===== config.mk =====
export PLATFORM = sky130hd
export DESIGN_NAME = uart_rx
export DESIGN_NICKNAME = d
export VERILOG_FILES = /design/src/rtl/uart_rx.sv
export SDC_FILE = /design/constraint.sdc
export NUM_CORES = 1
export LEC_CHECK = 0
export ABC_AREA = 1
export BUFFER_PORTS_ARGS = -buffer_cell sky130_fd_sc_hd__buf_2
export CORE_MARGIN = 10
export CORE_UTILIZATION = 45
export CTS_CLUSTER_DIAMETER = 200
export DETAILED_ROUTE_END_ITERATION = 12
export GPL_TIMING_DRIVEN = 0
export SLEW_MARGIN = 20
export SYNTH_ARGS = -nofsm -noshare
export SYNTH_HDL_FRONTEND = slang
export SYNTH_SLANG_ARGS = --single-unit

===== constraint.sdc =====
create_clock -name clk -period 2.5 [get_ports clk]
set_input_delay 0.625 -clock clk [delete_from_list [all_inputs] [get_ports clk]]
set_output_delay 0.625 -clock clk [all_outputs]
set_load 0.05 [all_outputs]

===== src/rtl/uart_rx.sv =====
// uart_rx: 8N1 UART receiver with a runtime-programmable bit period.
//
// The serial input is synchronised into clk, a falling edge in IDLE opens a
// frame, the start bit is re-checked at its midpoint, eight data bits are
// taken LSB first one bit period apart, and the stop bit decides between a
// delivered byte and a frame error. Delivered bytes sit in a one-entry
// holding register with a valid/ready handshake.
//
// Ports:
//   clk          system clock, rising edge
//   rst_n        asynchronous active-low reset
//   en_i         receiver enable; low aborts any frame in progress
//   div_i        clk cycles per UART bit (values below 4 are treated as 4)
//   rx_i         serial line, asynchronous, idle high
//   data_o       received byte
//   valid_o      data_o holds an unread byte
//   ready_i      consumer takes data_o when valid_o is high
//   frame_err_o  one-cycle pulse: stop bit sampled low
//   overrun_o    one-cycle pulse: completed byte dropped, holding register full
//   busy_o       receiver is inside a frame
module uart_rx #(
    parameter int DIV_W = 16
) (
    input  logic             clk,
    input  logic             rst_n,
    input  logic             en_i,
    input  logic [DIV_W-1:0] div_i,
    input  logic             rx_i,
    output logic [7:0]       data_o,
    output logic             valid_o,
    input  logic             ready_i,
    output logic             frame_err_o,
    output logic             overrun_o,
    output logic             busy_o
);

    typedef enum logic [1:0] {IDLE, START, DATA, STOP} state_t;

    state_t           state_q, state_d;
    logic             sync1_q, sync1_d;
    logic             rxs_q, rxs_d;
    logic             rxs_prev_q, rxs_prev_d;
    logic [DIV_W-1:0] cnt_q, cnt_d;
    logic [DIV_W-1:0] div_q, div_d;
    logic [2:0]       bit_q, bit_d;
    logic [7:0]       shift_q, shift_d;
    logic [7:0]       data_q, data_d;
    logic             valid_q, valid_d;
    logic             ferr_q, ferr_d;
    logic             ovr_q, ovr_d;
    logic             lock_q, lock_d;

    logic [DIV_W-1:0] div_min;
    logic [DIV_W-1:0] half_m1;
    logic [DIV_W-1:0] full_m1;
    logic             fall;

    // Very short bit periods would make the start-bit midpoint meaningless.
    assign div_min = (div_i < DIV_W'(4)) ? DIV_W'(4) : div_i;

    // The cycle in which the fall is detected counts as cycle 0 of the start
    // bit, so START sees counter value k in cycle k+1 and the midpoint sample
    // lands floor(div/2) cycles after the fall.
    assign half_m1 = (div_q >> 1) - DIV_W'(1);
    assign full_m1 = div_q - DIV_W'(1);
    assign fall    = rxs_prev_q & ~rxs_q;

    // Next-state and datapath logic. Each sample point clears the counter so
    // it never needs to count beyond one bit period.
    always_comb begin
        state_d    = state_q;
        sync1_d    = rx_i;
        rxs_d      = sync1_q;
        rxs_prev_d = rxs_q;
        cnt_d      = cnt_q;
        div_d      = div_q;
        bit_d      = bit_q;
        shift_d    = shift_q;
        data_d     = data_q;
        valid_d    = valid_q;
        ferr_d     = 1'b0;
        ovr_d      = 1'b0;
        // A line seen high ends the lockout that follows a frame error.
        lock_d     = lock_q & ~rxs_q;

        if (valid_q && ready_i) begin
            valid_d = 1'b0;
        end

        if (!en_i) begin
            state_d = IDLE;
            cnt_d   = '0;
        end else begin
            case (state_q)
                IDLE: begin
                    cnt_d = '0;
                    if (fall && !lock_q) begin
                        state_d = START;
                        div_d   = div_min;
                    end
                end
                START: begin
                    if (cnt_q == half_m1) begin
                        cnt_d   = '0;
                        bit_d   = 3'd0;
                        state_d = rxs_q ? IDLE : DATA;
                    end else begin
                        cnt_d = cnt_q + DIV_W'(1);
                    end
                end
                DATA: begin
                    if (cnt_q == full_m1) begin
                        cnt_d   = '0;
                        shift_d = {rxs_q, shift_q[7:1]};
                        bit_d   = bit_q + 3'd1;
                        if (bit_q == 3'd7) begin
                            state_d = STOP;
                        end
                    end else begin
                        cnt_d = cnt_q + DIV_W'(1);
                    end
                end
                STOP: begin
                    if (cnt_q == full_m1) begin
                        cnt_d   = '0;
                        state_d = IDLE;
                        if (rxs_q) begin
                            // A same-cycle handshake frees the register in time.
                            if (!valid_q || ready_i) begin
                                data_d  = shift_q;
                                valid_d = 1'b1;
                            end else begin
                                ovr_d = 1'b1;
                            end
                        end else begin
                            ferr_d = 1'b1;
                            lock_d = 1'b1;
                        end
                    end else begin
                        cnt_d = cnt_q + DIV_W'(1);
                    end
                end
                default: begin
                    state_d = IDLE;
                    cnt_d   = '0;
                end
            endcase
        end
    end

    // State register; the synchroniser resets to the idle line level.
    always_ff @(posedge clk or negedge rst_n) begin
        if (!rst_n) begin
            state_q    <= IDLE;
            sync1_q    <= 1'b1;
            rxs_q      <= 1'b1;
            rxs_prev_q <= 1'b1;
            cnt_q      <= '0;
            div_q      <= '0;
            bit_q      <= 3'd0;
            shift_q    <= 8'h00;
            data_q     <= 8'h00;
            valid_q    <= 1'b0;
            ferr_q     <= 1'b0;
            ovr_q      <= 1'b0;
            lock_q     <= 1'b0;
        end else begin
            state_q    <= state_d;
            sync1_q    <= sync1_d;
            rxs_q      <= rxs_d;
            rxs_prev_q <= rxs_prev_d;
            cnt_q      <= cnt_d;
            div_q      <= div_d;
            bit_q      <= bit_d;
            shift_q    <= shift_d;
            data_q     <= data_d;
            valid_q    <= valid_d;
            ferr_q     <= ferr_d;
            ovr_q      <= ovr_d;
            lock_q     <= lock_d;
        end
    end

    assign data_o      = data_q;
    assign valid_o     = valid_q;
    assign frame_err_o = ferr_q;
    assign overrun_o   = ovr_q;
    assign busy_o      = (state_q != IDLE);

endmodule


# After elaboration in Yosys (flattened, before gate mapping)
# Cells that the tools add are included.
# W data, S select, Z words.
[classes]
add_sub_neg = 4
magnitude_cmp = 1
n_eq_ne = 13
n_mux = 35
bitwise = 3
reduce_logical = 14
[ops]
columns = ["op", "count"]
rows = [
  ["$mux W16", 4],
  ["$pmux W16 S3", 1],
  ["$eq A16 B16 Y1", 2],
  ["$mux W1", 19],
  ["$add A16 B1 Y16 const B", 1],
  ["$lt A16 B3 Y1 const B", 1],
  ["$sub A15 B1 Y16 const B", 1],
  ["$sub A16 B1 Y16 const B", 1],
  ["$ne A3 B3 Y1 const B", 5],
  ["$mux W2", 7],
  ["$reduce_and A5 Y1", 2],
  ["$pmux W2 S4", 1],
  ["$mux W3", 2],
  ["$pmux W3 S2", 1],
  ["$reduce_and A3 Y1", 2],
  ["$eq A2 B2 Y1 const B", 2],
  ["$ne A2 B2 Y1 const B", 2],
  ["$reduce_and A4 Y1", 1],
  ["$reduce_bool A2 Y1", 2],
  ["$add A3 B1 Y3 const B", 1],
  ["$eq A3 B3 Y1 const B", 1],
  ["$and A1 B1 Y1", 2],
  ["$eq A2 B1 Y1 const B", 1],
  ["$logic_and A1 B1 Y1", 2],
  ["other kinds (5)", 6],
]
[word_totals]
ff_bits = 60
output_inout_bits = 12

# Longest topological paths before layout
[depth]
word_depth = 7
ltp_mapped = 19

# Worst setup path after synthesis
# Ideal clock, no wire load.
[synth_path]
path_kind = "reg-to-reg"
from = "register div_q[1]"
to = "register data_q[0], in the netlist data_o[0]"
setup_ns = 0.122
t_arrival_ns = 1.927
required_ns = 2.378
path_slack_ns = 0.451
stages_incl_launch_ff = 17
path_buffers = 1
synth_period_minus_slack_ns = 2.049
path_cell_list = "dfrtp_1 -> inv_1 -> ha_1 -> nand2_2 -> nor2_4 -> nand3_1 -> nand2_1 -> nand2_1 -> nor2_1 -> nand2_1 -> nor2_1 -> nand2_1 -> inv_2 -> nand2_2 -> buf_6 -> o21ai_1 -> nand2_1"
[synth_between]
elab_chain_cells = 3
[synth_lines]
columns = ["element", "line", "text"]
rows = [
  ["start, declared", "44", "logic [DIV_W-1:0] div_q, div_d;"],
  ["start signal, assigned", "173", "div_q <= div_d;"],
  ["$sub A16 B1 Y16", "65", "assign full_m1 = div_q - DIV_W'(1);"],
  ["$eq A16 B16 Y1", "124", "if (cnt_q == full_m1) begin"],
  ["$reduce_and A5 Y1 (no line)", "-", ""],
  ["end signal, assigned", "176", "data_q <= data_d;"],
  ["end, declared", "47", "logic [7:0] data_q, data_d;"],
]
# No other way between the ends.
# A chain may end at the register's enable or synchronous reset.

# Worst setup path in the final report
[layout_path]
from = "register div_q[2]"
to = "register shift_q[5]"
[layout_between]
elab_chain_cells = 3
[layout_lines]
columns = ["element", "line", "text"]
rows = [
  ["$sub A16 B1 Y16", "65", ""],
  ["$eq A16 B16 Y1", "112", "if (cnt_q == full_m1) begin"],
  ["$reduce_and A3 Y1 (no line)", "-", ""],
  ["end signal, assigned", "175", "shift_q <= shift_d;"],
  ["end, declared", "46", "logic [7:0] shift_q, shift_d;"],
]
# No other way between the ends.

==> metrics <==
Unique masters post-synth=35; Comb power frac=around 46%; Core ar.=0.00834 mm^2; Synth Instances=roughly 560; pwr/cell area=roughly 900 mW/mm^2; Post-layout nets=627; Int Pwr=0.00220 W; layout cells sized above 1=between 10% and 20%; Pins Over Slew Limit=0; clock power share=~19%; Worst-Skew Late Latency=around 0.34 ns; Place WS=0.0529 ns; initial antenna violation count=0; crit path launch type=flip-flop; GR Util All Layers=approximately 15%; HP Class=in2async; area of the die=0.0128 mm^2; Detailed Place HPWL=between 7000 and 8000 um; Final setup viols=0; kind of end point of the critical path=flip-flop; deepest clock path buffer count=2; skew final=0.0103 ns; CTS clock-pin slew for the worst setup and hold paths=0.07 ns; EDFF count, synth=0; DR iter-0 viols=approximately 190; Most used DFF post-synth=dfrtp_1; DRC Markers=0; top cells by count, synth=193 x nand2_1, 62 x inv_1, 60 x nor2_1; routed length per instance=around 13 um; Rel. slew slack=a little under half; yosys warns=0; CTS Buf Count=9; Synth area leader=dfrtp_1; starting density of the core=46.8%; vias in the first global route=3,402; crit path DAT=about 2.5 ns; final WL=9540 um; post-layout util=approximately 53%; cts repair resizes=0; Die Ht=roughly 110 um; CTS Hold Bufs=0; Syn Nets=584; Final Hold Violating Endpoints=0; largest net degree at the start of global routing=61; area of the mapped netlist=between 0.003 and 0.004 mm^2; outcome=finished clean; Max Cap Viol=0; Sink Count=60; Leak=around 2.3 nW; Worst Hold Slack=approximately 0.35 ns; f_max=between 400 and 500 MHz; synthesized flop and latch total=60; CP Data Required Time=2.72 ns; crit path max fanout=10; non-filler cells, final=roughly 700; Final ANT Viol Nets=0; Setup Fix Bufs, Post-CTS=0; Ant. Diodes=0; total placed cells including tap cells=695; via count=~3,500; Mapped Avg Cell Area=around 7 um^2; share of the synthesized area in the top cell type=36.5%; fraction of the cycle the final worst path needs=between 80% and 90%; slack of the critical path=0.268 ns; Die W=between 100 and 150 um; Routability Congestion=between 0.8 and 0.9; Ports=33; count leader, synth=nand2_1; Pre-Repair DR Iteration Count=4; sequential fraction of the synthesis area=roughly 39%; Row Count=33; DR vias/cell=just under 5; Psw=approximately 0.0018 W; Switching Fraction=44.8%; worst slew pin tran=a little under 0.8 ns; crit path kind=reg2reg; PortBufs=32; Tmin final=between 2 and 2.5 ns; sequential share of power=between 30% and 40%; gr ovfl total=0; synth top area cells=dfrtp_1 37%, nand2_1 19%, inv_1 6.0%, nor2_1 5.8%, nand3_1 4.4%; CTS H-tree lvls=3; CTS tree=built; asr flop ratio synth=between 90% and 100%; Layout area overhead=12.7%; maximum vdd drop=roughly 0.00045 V; CTS Root Cell=clkbuf_8; first-pass GRT wire length=roughly 16,000 um
-- layout make-up --
class                      count  area, um^2
multi-input combinational    416        2090
fill                         827        3940
clock buffer                  13         159
clock inverter                 2        10.0
timing repair buffer          32         163
buffer                        12        80.1
tap                          105         131
inverter                      70         265
sequential                    60        1510
-- placed cells by master, fill, tap and decap left out, drive strengths merged, types with 4 or more instances in the layout --
master,count
inv,69
clkbuf,18
nor2,75
a21oi,4
o21ai,32
nor3,11
nand3,35
nand2,202
xnor2,11
dfrtp,57
xor2,18
nand4,5
buf,39
nand3b,7
ha,5
-- power by group through the flow --
stage / registers, W / logic (W) / clock network (W)
after detailed placement: 0.00139 / 0.00177 / 0
after floorplan: 0.00132 / 0.00141 / 0
final: 0.00138 / 0.00183 / 0.000771
after global placement: 0.00138 / 0.00174 / 0
after global routing: 0.00141 / 0.00212 / 0.000830
after CTS: 0.00137 / 0.00178 / 0.000802
-- critical path: stages (launching register included) --
cell	delay (ns)
dfrtp_1	0.44
inv_2	0.12
ha_4	0.17
nand2_2	0.12
nor2_4	0.17
nand3_1	0.10
nand2_1	0.09
nand2_1	0.06
nand2_1	0.05
nand2_1	0.06
nor2_1	0.11
nand2_1	0.11
inv_2	0.11
nand3_2	0.08
buf_2	0.20
nand2_1	0.08
o21ai_1	0.06
-- per-stage QoR --
| step | power (W) | TNS, ns | instance area [um^2] |
|---|---|---|---|
| floorplan | 0.00273 | 0 | 3910 |
| global placement | 0.00313 | 0 | 4200 |
| detailed placement | 0.00316 | 0 | 4200 |
| CTS | 0.00395 | 0 | 4370 |
| global route | 0.00436 | -0.0213 | 4400 |
| finish | 0.00398 | 0 | 4400 |
-- worst paths after layout --
kind                                      start                      to  slack, ns  cells past startpoint
setup / recovery           div_q[2]$_DFFE_PN0P_  shift_q[5]$_DFFE_PN0P_       0.27                     16
min in group clk                rxs_d$_DFF_PN1_    rxs_prev_d$_DFF_PN1_       0.36                      0
setup reg to reg           div_q[2]$_DFFE_PN0P_  shift_q[5]$_DFFE_PN0P_       0.27                     16
hold / removal                            rst_n    bit_q[2]$_DFFE_PN0P_       0.35                      1
hold reg to reg                 rxs_d$_DFF_PN1_    rxs_prev_d$_DFF_PN1_       0.36                      0
max in group asynchronous                 rst_n   div_q[14]$_DFFE_PN0P_       1.66                      1
-- per-layer routing --
layer / vias up / track usage [%] / routed length, um / part of all wire, %
met3: 7 / 2.80 / 388 / 4.1
li1: 1825 / - / - / -
met5: - / 0 / 0 / 0
met1: 1601 / 20.3 / 4540 / 48
met2: 51 / 24.6 / 4510 / 47
met4: 0 / 4.91 / 104 / 1.1
-- registers in the layout, indices dropped and copies added (netlist names) --
name and cells:
bit_q 3, overrun_o 1, frame_err_o 1, cnt_q 16
div_q 16, valid_o 1, rxs_d 1, state_q 2
data_o 8, lock_q 1, shift_q 8, rxs_prev_q 1
rxs_prev_d 1
-- cells by family after synthesis --
family	count (synthesis)	synth area share, %
xor+xnor	30	7.08
fa+ha+maj	5	1.60
compound gates	41	5.48
buf+inv	82	8.77
simple gates	340	38.6
flops	60	38.5
Power figures use the tool's default switching activity.
